==> config.mk <==
export PLATFORM = sky130hd
export DESIGN_NAME = operand_feeder
export DESIGN_NICKNAME = d
export VERILOG_FILES = /design/src/rtl/operand_feeder.sv
export SDC_FILE = /design/constraint.sdc
export NUM_CORES = 1
export LEC_CHECK = 0
export CAP_MARGIN = 20
export CORE_MARGIN = 8
export CORE_UTILIZATION = 25
export CTS_CLUSTER_DIAMETER = 120
export DETAILED_ROUTE_END_ITERATION = 6
export PLACE_DENSITY_LB_ADDON = 0.15
export SKIP_LAST_GASP = 1
export SYNTH_ARGS = -nofsm -noshare
export SYNTH_HDL_FRONTEND = slang
export SYNTH_SLANG_ARGS = --single-unit
==> constraint.sdc <==
create_clock -name clk -period 3.55 [get_ports clk]
set_input_delay 0.5325 -clock clk [delete_from_list [all_inputs] [get_ports clk]]
set_output_delay 0.5325 -clock clk [all_outputs]
set_load 0.1 [all_outputs]
==> src/rtl/operand_feeder.sv <==
// Operand-pair FIFO presenting A/B to a strobe/ack multiplier interface.
// Optional SUBNORMAL_FLUSH_EN flushes subnormal operands to signed zero.
module operand_feeder #(
  parameter int DEPTH = 4
) (
  input  logic                     clk,
  input  logic                     rst,
  input  logic [31:0]              in_a,
  input  logic [31:0]              in_b,
  input  logic                     in_valid,
  output logic                     in_ready,
  output logic [31:0]              output_a,
  output logic                     output_a_stb,
  input  logic                     output_a_ack,
  output logic [31:0]              output_b,
  output logic                     output_b_stb,
  input  logic                     output_b_ack,
  output logic [$clog2(DEPTH):0]   count
);

  localparam int AW = $clog2(DEPTH);
  localparam logic [AW:0] FULL = (AW+1)'(DEPTH);

  localparam logic [1:0] S_EMPTY  = 2'd0;
  localparam logic [1:0] S_PEND   = 2'd1;
  localparam logic [1:0] S_A_DONE = 2'd2;
  localparam logic [1:0] S_B_DONE = 2'd3;

  logic [31:0]   mem_a [DEPTH];
  logic [31:0]   mem_b [DEPTH];
  logic [AW-1:0] rd_ptr;
  logic [AW-1:0] wr_ptr;
  logic [1:0]    state;
  logic [1:0]    state_nx;
  logic [AW:0]   count_nx;
  logic          push;
  logic          pop;
  logic          a_xfer;
  logic          b_xfer;

  function automatic logic [31:0] flush(input logic [31:0] v);
`ifdef SUBNORMAL_FLUSH_EN
    if (v[30:23] == 8'd0 && v[22:0] != 23'd0)
      return {v[31], 31'b0};
`endif
    return v;
  endfunction

  assign output_a_stb = (state == S_PEND) || (state == S_B_DONE);
  assign output_b_stb = (state == S_PEND) || (state == S_A_DONE);

  assign a_xfer = output_a_stb & output_a_ack;
  assign b_xfer = output_b_stb & output_b_ack;
  assign push   = in_valid & in_ready;

  always_comb begin
    pop = 1'b0;
    unique case (state)
      S_PEND:   pop = a_xfer & b_xfer;
      S_A_DONE: pop = b_xfer;
      S_B_DONE: pop = a_xfer;
      default:  pop = 1'b0;
    endcase
  end

  assign count_nx = count + {{AW{1'b0}}, push} - {{AW{1'b0}}, pop};

  always_comb begin
    state_nx = state;
    unique case (state)
      S_EMPTY: if (count != '0) state_nx = S_PEND;
      S_PEND: begin
        if (a_xfer && !b_xfer)
          state_nx = S_A_DONE;
        else if (b_xfer && !a_xfer)
          state_nx = S_B_DONE;
      end
      default: state_nx = state;
    endcase
    // a pair that lands in the same edge as the pop is presented next
    if (pop)
      state_nx = (count_nx != '0) ? S_PEND : S_EMPTY;
  end

  always_ff @(posedge clk or posedge rst) begin
    if (rst) begin
      state    <= S_EMPTY;
      count    <= '0;
      rd_ptr   <= '0;
      wr_ptr   <= '0;
      in_ready <= 1'b0;
    end else begin
      state    <= state_nx;
      count    <= count_nx;
      in_ready <= (count_nx < FULL);
      if (push)
        wr_ptr <= wr_ptr + AW'(1);
      if (pop)
        rd_ptr <= rd_ptr + AW'(1);
    end
  end

  always_ff @(posedge clk) begin
    if (push) begin
      mem_a[wr_ptr] <= in_a;
      mem_b[wr_ptr] <= in_b;
    end
  end

  // storage is not reset, so outputs are forced to zero while nothing is held
  assign output_a = (state == S_EMPTY) ? 32'd0 : flush(mem_a[rd_ptr]);
  assign output_b = (state == S_EMPTY) ? 32'd0 : flush(mem_b[rd_ptr]);

endmodule
# Word level (Yosys, flattened, before mapping)
# Memory sizes are Yosys's and may differ from the RTL's.
# Index checks and enable logic that the tools add are counted.
[op_classes]
addsub = 4
n_lt_le_gt_ge = 1
n_eq_ne = 5
muxes = 11
bitwise_logic = 4
reduce_logical = 11
[ops]
columns = ["operator", "n"]
rows = [
  ["$mux W32", 2],
  ["$reduce_bool A3 Y1", 3],
  ["$mux W2", 4],
  ["$add A2 B1 Y2 const B", 2],
  ["$and A1 B1 Y1", 4],
  ["$eq A2 B2 Y1 const B", 2],
  ["$ne A4 B2 Y1 const B", 1],
  ["$pmux W2 S2", 1],
  ["$add A3 B1 Y3", 1],
  ["$lt A3 B3 Y1 const B", 1],
  ["$mux W1", 3],
  ["$ne A3 B3 Y1 const B", 1],
  ["$pmux W1 S3", 1],
  ["$reduce_and A3 Y1", 1],
  ["$sub A3 B1 Y3", 1],
  ["$eq A2 B1 Y1 const B", 1],
  ["$logic_and A1 B1 Y1", 2],
  ["$logic_not A1 Y1", 2],
  ["$logic_not A2 Y1", 1],
  ["$logic_or A1 B1 Y1", 2],
]
[totals]
regBits = 10
mem_bits_rw = 256
inputBits = 69
out_inout_bits = 70
word_cells = 43
memories = 2
[memory_table]
columns = ["memory", "words", "word_bits", "rd", "rd_ports_with_merged_regs", "wr", "line_no", "rtl"]
rows = [
  ["mem_a", 4, 32, 1, 0, 1, "29", "logic [31:0] mem_a [DEPTH];"],
  ["mem_b", 4, 32, 1, 0, 1, "30", "logic [31:0] mem_b [DEPTH];"],
]

# Longest topological paths before layout
# Gate-level depths: netlist of the first run.
[logic_depth]
word_depth = 9
mapped_depth = 14
ltp_nobuf = 14

# Least setup slack after synthesis of the first run
# No wires, ideal clock.
[synth_timing]
path_kind = "register to register"
from = "register state[1]"
to = "register state[0]"
setup_time_ns = 0.122
t_arrival_ns = 3.502
required_ns = 3.428
slack_ns = -0.074
path_stages_with_launch = 15
path_buffers = 0
period_less_slack_ns = 3.624
cell_sequence = "dfrtp_1 > inv_1 > ha_1 > or2_2 > and2_1 > ha_1 > a22oi_1 > a21oi_1 > ha_1 > inv_1 > ha_1 > fa_1 > xnor2_1 > a31oi_1 > a32o_1"
[synth_via]
elab_chain_len = 9
elab_cells_between_ends = 24
classes_between = "1 x add/sub; 5 x eq/ne; 5 x mux; 3 x bitwise; 10 x reduce/logical"
[synth_rtl]
columns = ["item", "line_no", "rtl"]
rows = [
  ["start: declaration", "33", "logic [1:0] state;"],
  ["start signal: assignment", "93", "state <= state_nx;"],
  ["$eq A2 B1 Y1 / $eq A2 B2 Y1 (equally long branches)", "49", "assign output_a_stb = (state == S_PEND) || (state == S_B_DONE);"],
  ["$logic_or A1 B1 Y1 *", "49", ""],
  ["named net output_a_stb", "13", "output logic output_a_stb,"],
  ["$and A1 B1 Y1 *", "52", "assign a_xfer = output_a_stb & output_a_ack;"],
  ["$and A1 B1 Y1", "59", "S_PEND: pop = a_xfer & b_xfer;"],
  ["$pmux W1 S3 *", "58", "unique case (state)"],
  ["named net pop", "37", "logic pop;"],
  ["$sub A3 B1 Y3", "66", "assign count_nx = count + {{AW{1'b0}}, push} - {{AW{1'b0}}, pop};"],
  ["$reduce_bool A3 Y1", "82", "state_nx = (count_nx != '0) ? S_PEND : S_EMPTY;"],
  ["$mux W1", "82", ""],
  ["$mux W2", "81", "if (pop)"],
]
# Mark *: on every way through the listed nets, which the timed path passes. The rest lies on a longest branch.
# A chain may end at the register's enable or synchronous reset.

# Worst setup path after layout of the first run
[layout_timing]
from = "register state[1]"
to = "register state[0]"
[layout_via]
elab_chain_len = 9
elab_cells_between_ends = 24
classes_between = "1 x add/sub; 5 x eq/ne; 5 x mux; 3 x bitwise; 10 x reduce/logical"
[layout_rtl]
columns = ["item", "line_no"]
rows = [
  ["$eq A2 B1 Y1, or another cell as far along", "49, 50, 58"],
  ["$logic_or A1 B1 Y1 (on tied branches)", "49, 50"],
  ["$and A1 B1 Y1 (on tied branches)", "52, 53"],
  ["$and A1 B1 Y1", "59"],
  ["$pmux W1 S3 *", "58"],
  ["named net pop", "37"],
  ["$sub A3 B1 Y3", "66"],
  ["$reduce_bool A3 Y1", "82"],
  ["$mux W1", "82"],
  ["$mux W2", "81"],
]
# Marks and branches as above.

==> metrics.yaml, run 1 <==
grt:
  grt_pass1_vias: 5681
  grt_pass1_wl_mm: 35.6
  grt_start_max_net_pins: 40
  grt.total_usage: 0.0981
  grt_remaining_overflow: 0
  antenna_found_initial: 2
finish:
  final_nets: 716
  drive_gt1_frac: 0.305
  final_common_cell: "edfxtp_1"
  fill_cells: 3956
  final_area_um2: 13200
  final_cell_mix: "256 x edfxtp_1, 72 x clkdlybuf4s50_1, 72 x buf_4, 66 x and2_1, 64 x mux4_2"
  diodes: 0
  area_delta_synth_final_pct: 27.9
setup_path:
  critPathSlowestCell: "fa_1"
  critPathMaxStageDelay_ns: 0.44
  reg2reg_depth: 14
  required_ns: 3.99
  crit_chain: "inv_1 -> ha_2 -> or2_4 -> and2_1 -> ha_1 -> a22oi_2 -> a21oi_1 -> ha_1 -> inv_1 -> ha_1 -> fa_1 -> xnor2_2 -> a31oi_1 -> a32o_1"
  worstPathMaxFanout: 6
  worstSetupStartpointType: "flip-flop"
  r2r_end: "state[0]"
  r2r_slack_ns: 0.21
  endpoint_kind: "flip-flop"
  arrival_ns: 3.78
  crit_type: "flip-flop to flip-flop"
  r2r_start: "state[1]"
  critPathMostFrequentCell: "ha_1"
synthesis:
  synth_edf_count: 256
  ys_seq_area_frac: 0.768
  syn_area_um2: 10300
  synth_top_area_frac: 0.744
  yosys-top-cells-area: "edfxtp_1 74%, mux4_2 14%, and2_1 4.0%, dfrtp_1 2.4%, ha_1 1.5%"
  synth.avg_cell_area_um2: 21.9
  async_flop_share: 0.0376
  yosys.area.top_type: "edfxtp_1"
  syn_nets: 554
  yosysWarnings: 0
  synth_ff_type: "edfxtp_1"
  synthCells: 472
  synth.distinct_cells: 29
  synth_seq_cells: 266
timing:
  slew_viol_final: 0
  rsz0062_at_grt: "false"
  hold_viol: 0
  finalSetupViolations: 0
  finalCritPeriodShare: 0.940
  tightest_slew_ns: 1.00
  clock_skew_ns: 0.00713
  period_minus_slack_ns: 3.34
  fmax_mhz: 300
  slew_headroom: 0.330
floorplanning:
  coreArea_um2: 40800
  die_h_um: 219
  die_area_um2: 48100
  die_x_um: 219
  start_util: 0.253
  rows: 74
  io_pins: 139
placed_design:
  hpwl_mm: 14.5
  portBuffers: 138
  placed_area_um2: 12300
  gp_congestion: 0.693
routing:
  drt_iter0_drc: 154
  drc: 0
  drt-pass1-iter-count: 4
  drt_wl_total_mm: 23.8
  vias: 5000
  wl_met3_mm: 1.24
  via_per_inst: 4.21
  wl_met1_mm: 9.64
  ant_nets: 0
  wl_per_cell_um: 20.1
  met2_length_mm: 12.4
  top_layer: "met5"
job:
  cap_violations: 0
clock_network:
  htreeDepth: 1
  cts_buffers: 30
  worstSkewPairLatency_ns: 0.55
  clock-root-buffer: "clkbuf_16"
  path_clk_slew_ns: 0.06
  numClockSinks: 266
  clockBufferDepth: 3
  cts_tree: "yes"
  hold_buffers: 0
worst_hold_path:
  hold_path.class: "primary input to asynchronous set/reset pin"
outcome:
  status: "finished clean"
metal layers:
layer,track usage,vias up
li1,-,2223
met1,0.116,2634
met2,0.175,104
met3,0.0216,37
met4,0.0298,2
met5,0,-
layout make-up:
class                      count  area, um^2  share of cell area
multi-input combinational    174        2270               0.171
sequential                   266        7950               0.601
inverter                      11        41.3             0.00312
clock buffer                  34         787              0.0595
timing repair buffer         151        1400               0.106
tap                          532         666              0.0503
clock inverter                19         116             0.00880
how the worst max path moves through the flow:
stage | startpoint | endpoint | slack [ns] | cells past startpoint
floorplan | state[1] | state[0] | 0.12 | 14
global placement | state[1] | state[0] | 0.26 | 14
detailed placement | state[1] | state[0] | -0.05 | 14
CTS | state[1] | state[0] | 0.04 | 14
global route | state[1] | state[0] | 0.04 | 14
finish | state[1] | state[0] | 0.21 | 14
state kept, by name, indices dropped and copies added (netlist names):
signal    count
mem_a       128
mem_b       128
count         3
rd_ptr        2
state         2
wr_ptr        2
in_ready      1
stage by stage:
step	hold slack (ns)	util	std cells	TNS [ns]	setup WS, ns
final	0.320	0.324	1187	0	0.213
after global routing	0.335	0.324	1187	0	0.0360
after CTS	0.303	0.324	1186	0	0.0371
after detailed placement	0.536	0.301	1133	-0.0529	-0.0529
after global placement	0.514	0.301	1133	0	0.258
after floorplan	0.373	-	472	0	0.120
synthesized netlist by cell type (all sizes together), types with 2 or more instances:
cell type  number
nand2           2
nor2            3
and2           66
mux4           64
o21ai           2
inv            11
nand2b          3
buf            13
ha             12
a21oi           2
and3            4
clkbuf          8
dfrtp          10
edfxtp        256
xnor2           4
worst max-delay path: cells and delay by family, from the launching register on:
| family | cells | cell delay (ns) |
|---|---|---|
| compound gates | 4 | 0.68 |
| xor+xnor | 1 | 0.18 |
| fa+ha+maj | 5 | 1.36 |
| buf+inv | 2 | 0.14 |
| flops | 1 | 0.42 |
| simple gates | 2 | 0.44 |
logic make-up (layout without fill, tap and decap cells):
| family | count (synthesis) | in the layout | share of synthesized area |
|---|---|---|---|
| compound gates | 8 | 8 | 0.00508 |
| xor+xnor | 5 | 5 | 0.00424 |
| fa+ha+maj | 13 | 13 | 0.0165 |
| buf+inv | 32 | 215 | 0.0167 |
| flops | 266 | 266 | 0.768 |
| mux | 65 | 65 | 0.141 |
| simple gates | 83 | 83 | 0.0491 |
repair_timing:
action,CTS,global route
setup endpoints to repair,1,1
buffers inserted,0,1
hold endpoints to repair,0,0
pin swaps,0,1
gates resized for setup,2,2
Power of run 1 is not shown: default switching activity piles up to over one toggle a cycle in this logic, so the estimate is an artifact.
==> inputs of run 2 (changes only) <==
--- a/config.mk
+++ b/config.mk
@@ -7,9 +7,10 @@
 export LEC_CHECK = 0
 export CAP_MARGIN = 20
 export CORE_MARGIN = 8
-export CORE_UTILIZATION = 25
+export CORE_UTILIZATION = 50
 export CTS_CLUSTER_DIAMETER = 120
 export DETAILED_ROUTE_END_ITERATION = 6
+export GPL_TIMING_DRIVEN = 0
 export PLACE_DENSITY_LB_ADDON = 0.15
 export SKIP_LAST_GASP = 1
 export SYNTH_ARGS = -nofsm -noshare
==> metrics.yaml, run 2 (same netlist as run 1, synthesis figures left out) <==
outcome:
  status: "finished clean"
finish:
  fin_util: 0.652
  final_area_um2: 13200
  final_nets: 725
  area_delta_synth_final_pct: 27.5
  final_cell_mix: "256 x edfxtp_1, 74 x clkdlybuf4s50_1, 66 x and2_1, 64 x mux4_2, 60 x clkdlybuf4s15_2"
  drive_gt1_frac: 0.294
  diodes: 0
  final_common_cell: "edfxtp_1"
  fill_cells: 1371
  largestRegisters: "mem_a (128), mem_b (128), count (3)"
setup_path:
  required_ns: 3.96
  critPathSlowestCell: "fa_1"
  endpoint_kind: "flip-flop"
  critPathMostFrequentCell: "ha_1"
  crit_chain: "inv_1 -> ha_1 -> or2_4 -> and2_1 -> ha_1 -> a22oi_2 -> a21oi_2 -> ha_1 -> inv_1 -> ha_1 -> fa_1 -> xnor2_2 -> a31oi_1 -> a32o_1"
  r2r_end: "state[0]"
  reg2reg_depth: 14
  worstPathMaxFanout: 7
  critPathMaxStageDelay_ns: 0.44
  worstSetupStartpointType: "flip-flop"
  arrival_ns: 3.86
  r2r_slack_ns: 0.11
  r2r_start: "state[1]"
  crit_type: "flip-flop to flip-flop"
grt:
  grt_remaining_overflow: 0
  grt_pass1_vias: 5676
  grt.total_usage: 0.159
  grt_start_max_net_pins: 41
  grt_util_met1: 0.202
  met2_usage: 0.275
  grt_pass1_wl_mm: 32.0
  use_met3: 0.0393
  antenna_found_initial: 0
  grt-busiest-layer: "met2"
timing:
  slew_headroom: 0.347
  slew_viol_final: 0
  rsz0062_at_grt: "true"
  finalCritPeriodShare: 0.970
  finalWorstSetupSlack_ns: 0.106
  fmax_mhz: 290
  hold_ws_ns: 0.284
  tightest_slew_ns: 0.976
  finalSetupViolations: 0
  hold_viol: 0
  period_minus_slack_ns: 3.44
  clock_skew_ns: 0.00996
clock_network:
  post-cts-setup-buffer-count: 0
  cts_tree: "yes"
  hold_buffers: 0
  cts_buffers: 28
  clockBufferDepth: 3
  path_clk_slew_ns: 0.06
  numClockSinks: 266
  clock-root-buffer: "clkbuf_16"
  htreeDepth: 1
  worstSkewPairLatency_ns: 0.52
routing:
  drt_iter0_drc: 226
  vias: 5019
  drt_wl_total_mm: 20.2
  drc: 0
  wl_per_cell_um: 21.7
  via_per_inst: 5.38
  drt-pass1-iter-count: 4
  ant_nets: 0
placed_design:
  pre_cts_ws_ns: -0.215
  hpwl_mm: 12.7
  placed_area_um2: 12200
  gp_congestion: 0.721
  portBuffers: 138
job:
  cap_violations: 0
floorplanning:
  coreArea_um2: 20200
  rows: 52
  start_util: 0.511
  die_h_um: 160
  io_pins: 139
  die_x_um: 160
  die_area_um2: 25500
worst_hold_path:
  hold_path.class: "primary input to asynchronous set/reset pin"
run 2: worst max path at each step:
stage | cells past startpoint | slack [ns] | endpoint | from
3_3_place_gp | 2 | -0.75 | mem_b[3][6] | in_valid
3_5_place_dp | 7 | -0.22 | output_b[8] | state[0]
4_1_cts | 6 | 0.01 | output_b[8] | state[0]
2_1_floorplan | 14 | 0.12 | state[0] | state[1]
5_1_grt | 14 | -0.09 | state[0] | state[1]
6_report | 14 | 0.11 | state[0] | state[1]
run 2: layout make-up:
| cell class | count | area [um^2] | share of cell area |
|---|---|---|---|
| Inverter | 11 | 45.0 | 0.00342 |
| Tap cell | 270 | 338 | 0.0256 |
| Buffer | 20 | 130 | 0.00987 |
| Clock buffer | 32 | 737 | 0.0559 |
| Timing Repair Buffer | 142 | 1540 | 0.117 |
| Clock inverter | 18 | 188 | 0.0142 |
| Sequential cell | 266 | 7940 | 0.602 |
| Multi-Input combinational cell | 174 | 2270 | 0.172 |
run 2: through the flow:
step	setup TNS, ns	instances
after global routing	-0.0900	933
final	0	933
after detailed placement	-8.26	884
after global placement	-195.59	880
after CTS	0	933
after floorplan	0	472
run 2: repair_timing:
item | CTS | global route
resized for setup | 187 | 6
endpoints found under the setup margin | 65 | 54
gates cloned | 0 | 0
run 2: worst max-delay path, delay by kind of cell, from the launching register on:
kind                       cells  cell delay [ns]
buffers and inverters          2             0.13
adders and majority gates      5             1.39
AOI/OAI and AO/OA              4             0.73
DFF                            1             0.42
xor gates and xnor gates       1             0.22
and+or+nand+nor                2             0.44
run 2: routing by layer:
metal	vias up	part of all wire
li1	2247	-
met1	2626	0.42
met2	123	0.51
met3	23	0.056
met4	0	0.015
met5	-	0
Power of run 2 is left out for the same reason.
